--- src/rtl/load_store_unit.sv ---
// Load/store unit between core control and the memory bus: aligned bus beats,
// two-beat splitting of boundary-crossing accesses, load extension and fault reporting.
module load_store_unit #(
  parameter int unsigned DATA_SIZE        = 32,
  parameter int unsigned ALLOW_MISALIGNED = 1
) (
  input  logic                   clock,
  input  logic                   reset,
  input  logic                   op_rd_en,
  input  logic                   op_wr_en,
  input  logic [DATA_SIZE-1:0]   op_addr,
  input  logic [2:0]             op_funct3,
  input  logic [DATA_SIZE-1:0]   op_wr_data,
  output logic [DATA_SIZE-1:0]   op_rd_data,
  output logic                   op_busy,
  output logic                   op_done,
  output logic                   op_fault,
  input  logic [DATA_SIZE-1:0]   rd_data,
  output logic [DATA_SIZE-1:0]   wr_data,
  output logic [DATA_SIZE-1:0]   mem_addr,
  input  logic                   mem_busy,
  output logic                   mem_rd_en,
  output logic                   mem_wr_en,
  output logic [DATA_SIZE/8-1:0] mem_byte_en
);
  localparam int unsigned BYTE_NUM = DATA_SIZE / 8;
  localparam int unsigned OFF_W    = $clog2(BYTE_NUM);
  localparam logic [2*BYTE_NUM-1:0] ONE_L = 1;

  typedef enum logic [1:0] {IDLE, BEAT0, BEAT1, RESP} state_t;
  state_t state, state_n;

  logic [DATA_SIZE-1:0]   addr_q, addr_n, wdata_q, wdata_n, acc_q, acc_n;
  logic [2:0]             f3_q, f3_n;
  logic                   wr_q, wr_n;
  logic [DATA_SIZE-1:0]   rd_res_n, wr_data_n, mem_addr_n;
  logic                   busy_n, done_n, fault_n, rd_en_n, wr_en_n;
  logic [BYTE_NUM-1:0]    be_n;

  logic [DATA_SIZE-1:0]   src_addr, src_wdata, base;
  logic [2:0]             src_f3;
  int unsigned            off, size;
  logic [2*BYTE_NUM-1:0]  lanes;
  logic [2*DATA_SIZE-1:0] lane_data;
  logic                   split, req_fault;

  function automatic logic [DATA_SIZE-1:0] extend(input logic [DATA_SIZE-1:0] d,
                                                  input logic [2:0] f3);
    int unsigned bits, sh;
    logic [DATA_SIZE-1:0] t;
    logic signed [DATA_SIZE-1:0] s;
    bits = 32'd8 << f3[1:0];
    sh   = (bits >= DATA_SIZE) ? 0 : DATA_SIZE - bits;
    t    = d << sh;
    if (f3[2]) return t >> sh;
    s = $signed(t) >>> sh;
    return s;
  endfunction

  // Decode from the live request while idle, from the captured request during beats;
  // lane masks and shifted data span two bus words so the upper half is the BEAT1 view.
  always_comb begin
    src_addr  = (state == IDLE) ? op_addr    : addr_q;
    src_wdata = (state == IDLE) ? op_wr_data : wdata_q;
    src_f3    = (state == IDLE) ? op_funct3  : f3_q;
    off       = 32'(src_addr[OFF_W-1:0]);
    size      = 32'd1 << src_f3[1:0];
    base      = src_addr & ~DATA_SIZE'(BYTE_NUM - 1);
    lanes     = ((ONE_L << size) - ONE_L) << off;
    lane_data = {{DATA_SIZE{1'b0}}, src_wdata} << (8 * off);
    split     = (off + size) > BYTE_NUM;
    req_fault = (op_rd_en && op_wr_en) || (op_funct3 == 3'b111) ||
                ((DATA_SIZE == 32) && ((op_funct3[1:0] == 2'b11) || (op_funct3 == 3'b110))) ||
                (op_wr_en && op_funct3[2]) ||
                ((ALLOW_MISALIGNED == 0) && ((src_addr[3:0] & 4'(size - 1)) != 4'd0));
  end

  always_comb begin
    state_n    = state;
    addr_n     = addr_q;
    wdata_n    = wdata_q;
    acc_n      = acc_q;
    f3_n       = f3_q;
    wr_n       = wr_q;
    rd_res_n   = op_rd_data;
    done_n     = 1'b0;
    fault_n    = 1'b0;
    wr_data_n  = wr_data;
    mem_addr_n = mem_addr;
    rd_en_n    = mem_rd_en;
    wr_en_n    = mem_wr_en;
    be_n       = mem_byte_en;
    unique case (state)
      IDLE: begin
        if (op_rd_en || op_wr_en) begin
          addr_n   = op_addr;
          wdata_n  = op_wr_data;
          f3_n     = op_funct3;
          wr_n     = op_wr_en;
          rd_res_n = '0;
          if (req_fault) begin
            state_n = RESP;
            fault_n = 1'b1;
          end else begin
            state_n    = BEAT0;
            mem_addr_n = base;
            be_n       = lanes[BYTE_NUM-1:0];
            wr_data_n  = lane_data[DATA_SIZE-1:0];
            rd_en_n    = !op_wr_en;
            wr_en_n    = op_wr_en;
          end
        end
      end
      BEAT0: begin
        if (!mem_busy) begin
          if (split) begin
            state_n    = BEAT1;
            mem_addr_n = base + DATA_SIZE'(BYTE_NUM);
            be_n       = lanes[2*BYTE_NUM-1:BYTE_NUM];
            wr_data_n  = lane_data[2*DATA_SIZE-1:DATA_SIZE];
            acc_n      = rd_data >> (8 * off);
          end else begin
            state_n    = RESP;
            done_n     = 1'b1;
            rd_res_n   = wr_q ? '0 : extend(rd_data >> (8 * off), f3_q);
            mem_addr_n = '0;
            be_n       = '0;
            wr_data_n  = '0;
            rd_en_n    = 1'b0;
            wr_en_n    = 1'b0;
          end
        end
      end
      BEAT1: begin
        if (!mem_busy) begin
          state_n    = RESP;
          done_n     = 1'b1;
          rd_res_n   = wr_q ? '0 : extend(acc_q | (rd_data << (8 * (BYTE_NUM - off))), f3_q);
          mem_addr_n = '0;
          be_n       = '0;
          wr_data_n  = '0;
          rd_en_n    = 1'b0;
          wr_en_n    = 1'b0;
        end
      end
      RESP: begin
        state_n  = IDLE;
        rd_res_n = '0;
      end
      default: state_n = IDLE;
    endcase
    busy_n = (state_n != IDLE);
  end

  always_ff @(posedge clock) begin
    if (reset) begin
      state       <= IDLE;
      addr_q      <= '0;
      wdata_q     <= '0;
      acc_q       <= '0;
      f3_q        <= '0;
      wr_q        <= 1'b0;
      op_rd_data  <= '0;
      op_busy     <= 1'b0;
      op_done     <= 1'b0;
      op_fault    <= 1'b0;
      wr_data     <= '0;
      mem_addr    <= '0;
      mem_rd_en   <= 1'b0;
      mem_wr_en   <= 1'b0;
      mem_byte_en <= '0;
    end else begin
      state       <= state_n;
      addr_q      <= addr_n;
      wdata_q     <= wdata_n;
      acc_q       <= acc_n;
      f3_q        <= f3_n;
      wr_q        <= wr_n;
      op_rd_data  <= rd_res_n;
      op_busy     <= busy_n;
      op_done     <= done_n;
      op_fault    <= fault_n;
      wr_data     <= wr_data_n;
      mem_addr    <= mem_addr_n;
      mem_rd_en   <= rd_en_n;
      mem_wr_en   <= wr_en_n;
      mem_byte_en <= be_n;
    end
  end
endmodule
--- config.mk ---
export PLATFORM = sky130hd
export DESIGN_NAME = load_store_unit
export DESIGN_NICKNAME = d
export VERILOG_FILES = /design/src/rtl/load_store_unit.sv
export SDC_FILE = /design/constraint.sdc
export NUM_CORES = 1
export LEC_CHECK = 0
export ABC_AREA = 1
export CAP_MARGIN = 20
export CORE_ASPECT_RATIO = 0.6
export CORE_MARGIN = 2
export CORE_UTILIZATION = 45
export CTS_CLUSTER_DIAMETER = 80
export CTS_CLUSTER_SIZE = 16
export DETAILED_ROUTE_END_ITERATION = 10
export MAX_ROUTING_LAYER = met4
export PLACE_DENSITY = 0.76
export SLEW_MARGIN = 20
export SYNTH_ARGS = -nofsm -noshare
export SYNTH_HDL_FRONTEND = slang
export SYNTH_SLANG_ARGS = --single-unit
export TNS_END_PERCENT = 1
--- constraint.sdc ---
create_clock -name clock -period 3.5 [get_ports clock]
set_clock_uncertainty 0.15 [all_clocks]
set_input_delay 0.525 -clock clock [delete_from_list [all_inputs] [get_ports clock]]
set_output_delay 0.525 -clock clock [all_outputs]
set_load 0.005 [all_outputs]
### After elaboration in Yosys (flattened, before gate mapping)

Cells that the tools add are included.

* add/sub/neg operators: 5
* mux-type cells: 58
* shift-type cells: 13
* div/mod/pow operators: 0
* eq/ne operators: 11
* bitwise gates (word level): 4
* order comparisons: 2
* reductions and logical operators: 17
* multiply operators: 0

Operators with widths (number)
* 2-to-1 mux 32 bit: 22
* one-hot mux 32 bit (3 select lines): 2
* one-hot mux 32 bit (4 select lines): 1
* << shifter 32 x 32 -> 32 bit: 3
* << shifter 32 x 5 -> 64 bit: 1
* right shift 32 x 32 -> 32 bit: 2
* >>> shifter 32 x 32 -> 32 bit: 2
* adder 2 x 32 -> 32 bit: 1
* adder 32 x 3 -> 32 bit (second input constant): 1
* greater-or-equal comparator 32 x 6 -> 1 bit (second input constant): 1
* greater-than comparator 32 x 3 -> 1 bit (second input constant): 1
* OR 32 bit: 1
* << shifter 1 x 2 -> 32 bit (first input constant): 1
* << shifter 1 x 32 -> 8 bit (first input constant): 1
* << shifter 4 x 2 -> 32 bit (first input constant): 1
* right shift 32 x 5 -> 32 bit: 1
* subtractor 6 x 32 -> 32 bit (first input constant): 1
* 2-to-1 mux 4 bit: 5
* 2-to-1 mux 1 bit: 18
* one-hot mux 4 bit (3 select lines): 1
* 2-to-1 mux 2 bit: 5
* inequality test 2 bit (second input constant): 4
* one-hot mux 2 bit (4 select lines): 1
* << shifter 8 x 2 -> 8 bit: 1
* other kinds (21): 32

* word-level logic and storage cells: 125
* memories kept: 0
* bits in latches: 0
* bits in read-only memories: 0
* output and inout bits: 105
* register bits: 207
* memory bits (writable): 0
* input bits: 104

### Logic depth before layout (Yosys ltp)

* depth in word-level cells: 13
* mapped depth: 21
* gate-level depth less buffers: 17

### Worst setup path before layout

OpenSTA, ideal clock, no wires.

* path kind: reg-to-reg
* from: reg state[0]
* to: reg op_rd_data[26]
* data arrival time: 3.375 ns
* stages on the path, launching flop included: 21
* setup slack: -0.095 ns
* data required time: 3.280 ns
* clock period less this slack: 3.595 ns
* path through: dfxtp_1 > inv_1 > ha_1 > buf_6 > nand2_1 > nand2_1 > buf_2 > buf_2 > buf_1 > ha_1 > clkbuf_1 > nor2_1 > nand3_1 > nand3_2 > nand2_1 > a21boi_4 > buf_4 > nand2_1 > nand2_1 > nand2_1 > a21oi_1

* cells in the longest elaborated chain, start to end: 12
* elaborated cells between the ends (all ways): 34
* those cells by class: add/sub: 2; order compare: 1; eq/ne: 7; shift: 9; mux: 12; bitwise: 1; reduce/logical: 2

Ends and longest elaborated chain
* start: declaration: line 31 `state_t state, state_n;`
* start signal: assignment: line 173 `state <= state_n;`
* logical NOT 2 bit: line 63, 65, 93
* 2-to-1 mux 32 bit: line 63 `src_addr = (state == IDLE) ? op_addr : addr_q;`
* subtractor 3 x 2 -> 4 bit: line 138 `rd_res_n = wr_q ? '0 : extend(acc_q | (rd_data << (8 * (BYTE_NUM - off))), f3_q);`
* << shifter 32 x 32 -> 32 bit: line 138
* OR 32 bit: line 138
* << shifter 32 x 32 -> 32 bit: line 54 `t = d << sh;`
* right shift 32 x 32 -> 32 bit: line 55 `if (f3[2]) return t >> sh;`
* 2-to-1 mux 32 bit: line 55
* 2-to-1 mux 32 bit: line 56 `s = $signed(t) >>> sh;`
* 2-to-1 mux 32 bit: line 138
* 2-to-1 mux 32 bit: line 135 `if (!mem_busy) begin`
* one-hot mux 32 bit (4 select lines): line 93 `unique case (state)`
* end signal: assignment: line 179 `op_rd_data <= rd_res_n;`
* end: declaration: line 14 `output logic [DATA_SIZE-1:0] op_rd_data,`

Several ways; a longest one is shown, not always the timed one. The select of a mux whose other input is x is not followed.
A chain may end at the register's enable or synchronous reset.

### Worst setup path after layout

* from: reg state[0]
* to: reg op_rd_data[27]

The elaborated chain is that of the path after synthesis.

==> results_dict.tcl <==
set metrics [dict create \
    outcome "complete, no violations" \
    grt_usage 0.304 \
    wl_per_cell_um 17.7 \
    synthesis.area_um2 12100 \
    cts_resized 0 \
    syn_to_final_growth_pct 23.2 \
    num_io_pins 209 \
    drtIter0Drc 1609 \
    layout-drive-gt1-share 0.0595 \
    synthAdderAreaFrac 0.00995 \
    dp_cells 2391 \
    min_from "wdata_q[24]" \
    cts_tree "built" \
    dpl-instance-area_um2 14400 \
    grt_overflow 0 \
    clockRootBuffer "clkbuf_16" \
    leakage_uw 0.00613 \
    endpoint_kind "flip-flop" \
    cts_buffer_depth 3 \
    setup.worst_path.start_class "flip-flop" \
    ys_types 49 \
    path_clk_slew_ps 80 \
    rsz0062_at_grt "true" \
    whs_path_depth 2 \
    whs_endpoint "wdata_q[24]" \
    yosysSeqAreaShare 0.340 \
    synthMuxAreaShare 0.00498 \
    fp.dieH_um 131 \
    vdd.ir_drop.worst_mv 0.482 \
    finalWirelength_um 42600 \
    hold_violations 0 \
    initial_core_util 0.458 \
    antenna_found_initial 1 \
    finalMaxSlewViolations 0 \
    cts_hold_buffers 0 \
    slew_headroom 0.291 \
    holdWs_ps 299 \
    crit_fanout 47 \
    synth_area_per_cell_um2 6.33 \
    r2r_setup_slack_ps 280 \
    synth_compound_area_frac 0.224 \
    tightest_slew_ps 1060 \
    timing.final.crit_share 0.921 \
    drc 0 \
    power.density_nw_per_um2 712 \
    cts_setup_buffers 0 \
    yosysWarnings 0 \
    drtAntennaViolNets 0 \
    yosys.area_share.simple 0.307 \
    reg2reg_from "state[0]" \
    synth_top_family_by_area "simple AND/OR/NAND/NOR gates" \
    dpl.hpwl_um 29900 \
    cts_buffers 16 \
    vias 13518 \
    power.total_uw 10600 \
    async_flop_share 0 \
    design_area_um2 14900 \
    grt_pass1_wl_um 66100 \
    htreeDepth 1 \
    r2r-end "op_rd_data[27]" \
    reg2reg_depth 16 \
    crit_required_ps 3760 \
    die_area_um2 28200 \
    period_needed_ps 3220 \
    gp_congestion 0.961 \
    fill_cells 2599 \
    clock_latency_ps 510 \
    portBuffers 206 \
    ys.flop_type "dfxtp_1" \
    drv_cap 0 \
    synth-edff-count 0 \
    viasPerCell 5.61 \
    clock.fmax_mhz 310 \
    num_rows 46 \
    syn_inst 1907 \
    setup_viol 0 \
    clkSinkCount 205 \
    ys_seq_elements 205 \
    hold_class "reg2reg" \
    finalNonFillerCells 2410 \
    worstPathArrival_ps 3490 \
    critPathKind "reg2reg" \
    dieWidth_um 215 \
    core_um2 26400 \
    fin_nets 2162 \
    synth_xor_xnor_area_share 0.00581 \
    grt_max_degree 91 \
    grt_pass1_vias 11997 \
    first_pass_iters 8 \
]
## how the worst max path moves through the flow
| stage | startpoint | to | slack [ps] | cells after the start |
|---|---|---|---|---|
| 6_report | state[0] | op_rd_data[27] | 280 | 16 |
| 5_1_grt | state[0] | acc_q[17] | -10 | 16 |
| 4_1_cts | state[0] | acc_q[17] | 240 | 16 |
| 3_5_place_dp | op_funct3[0] | op_rd_data[31] | 90 | 15 |
| 3_3_place_gp | op_funct3[0] | acc_q[17] | 160 | 15 |
| 2_1_floorplan | state[0] | acc_q[29] | -20 | 21 |
## cell usage after synthesis (4+ instances only)
master    count  area share
and2_1        6      0.0031
inv_1       163       0.051
nand2_1     513        0.16
a31oi_1      13      0.0067
o22ai_1       6      0.0031
nor3_1       16      0.0066
nor2_2        8      0.0041
o21ai_2       8      0.0058
mux2i_1       6      0.0050
nand3_1     139       0.058
dfxtp_1     205        0.34
a21oi_1     219       0.091
nand4_1      23       0.012
buf_2        43       0.018
ha_1          8      0.0083
buf_4        10      0.0062
o21bai_1      4      0.0025
xnor2_1       5      0.0036
or2_2         5      0.0026
buf_6         8      0.0075
a211oi_1      8      0.0050
o21ai_0     206       0.085
nand2_2      12      0.0062
o211ai_1     22       0.014
clkbuf_1     65       0.020
inv_2         4      0.0012
clkinv_1      4      0.0012
nand3b_1      5      0.0031
nor2_1      138       0.043
## state kept, by name (all words and copies together), names as in the netlist, 2 cells and up
name	flops
wdata_q	32
wr_data	32
addr_q	32
mem_byte_en	4
state	2
op_rd_data	32
f3_q	3
acc_q	32
mem_addr	30
## kinds of logic (layout without fill, tap and decap cells)
family | Yosys count | in the layout
AO/OA/AOI/OAI | 501 | 501
XOR/XNOR | 8 | 8
adder cells (fa/ha/maj) | 9 | 9
buffers and inverters | 301 | 442
flip-flops | 205 | 205
multiplexers | 6 | 6
other | 1 | 3
AND/OR/NAND/NOR | 876 | 876
## final cells by class
class / instances / area [µm²] / area share
inverters: 171 / 647 / 0.0435
well taps: 360 / 450 / 0.0303
clock buffers: 17 / 425 / 0.0286
clock inverters: 1 / 5.00 / 0.000337
flip-flops and latches: 205 / 4100 / 0.276
multi-input cells: 1402 / 6710 / 0.451
diodes: 1 / 2.50 / 0.000168
repair buffers: 253 / 2530 / 0.170
## where the power goes
| group | internal, µW | switching [µW] | total [µW] |
|---|---|---|---|
| Clock | 864 | 883 | 1750 |
| Combinational | 2020 | 3720 | 5740 |
| Sequential | 2820 | 280 | 3100 |
| Total | 5710 | 4880 | 10600 |
## critical path, cell delays in order (launching register included)
cell and delay [ps]:
dfxtp_1 400, inv_1 120, ha_4 240, inv_2 130, nand2_4 140, nand2_2 100
buf_4 450, nand2_1 140, nand3_1 200, nand3_1 110, nand2_1 120, nand2_2 240
nand2_1 140, nand2_1 60, nand2_1 190, nand2_1 80, a21oi_1 130
## per-stage QoR
step / setup WS [ps] / setup TNS, ps / util
2_1_floorplan: -22.7 / -45.3 / -
3_3_place_gp: 159 / 0 / 0.547
3_5_place_dp: 85.5 / 0 / 0.547
4_1_cts: 242 / 0 / 0.563
5_1_grt: -12.9 / -12.9 / 0.564
6_report: 275 / 0 / 0.564
## layout by cell type, fill, tap and decap left out, types with 2 or more instances in the layout
| master | instances |
|---|---|
| xnor2_1 | 5 |
| o21ai_0 | 206 |
| clkdlybuf4s50_1 | 205 |
| xor2_1 | 3 |
| nand3b_1 | 5 |
| o2111ai_1 | 2 |
| o22ai_1 | 6 |
| inv_2 | 5 |
| nor2_4 | 4 |
| conb_1 | 2 |
| a31oi_1 | 13 |
| nand3_1 | 139 |
| nand2_2 | 12 |
| a211oi_1 | 8 |
| and2_1 | 6 |
| buf_4 | 37 |
| o21ai_2 | 8 |
| clkinv_1 | 4 |
| mux2i_1 | 6 |
| o21bai_1 | 4 |
| nor4_1 | 2 |
| or2_2 | 5 |
| nor3_1 | 16 |
| buf_12 | 9 |
| ha_1 | 7 |
| a21oi_1 | 219 |
| nand3_2 | 3 |
| clkbuf_16 | 17 |
| nand4_1 | 23 |
| o21a_1 | 3 |
| o21ai_1 | 3 |
| a22oi_1 | 2 |
| o211ai_1 | 22 |
| nor2_2 | 9 |
| nand2_1 | 512 |
| inv_1 | 160 |
| dfxtp_1 | 205 |
| inv_4 | 2 |
| nor2_1 | 136 |
## routing by layer
layer	track usage	vias up	routed length (µm)	part of all wire
met4	0.0791	0	1030	0.024
met1	0.418	6210	19200	0.45
li1	-	6536	-	-
met5	-	-	0	0
met2	0.455	695	18200	0.43
met3	0.0616	77	4200	0.099
Note: power is estimated with default switching activity, not from simulation.
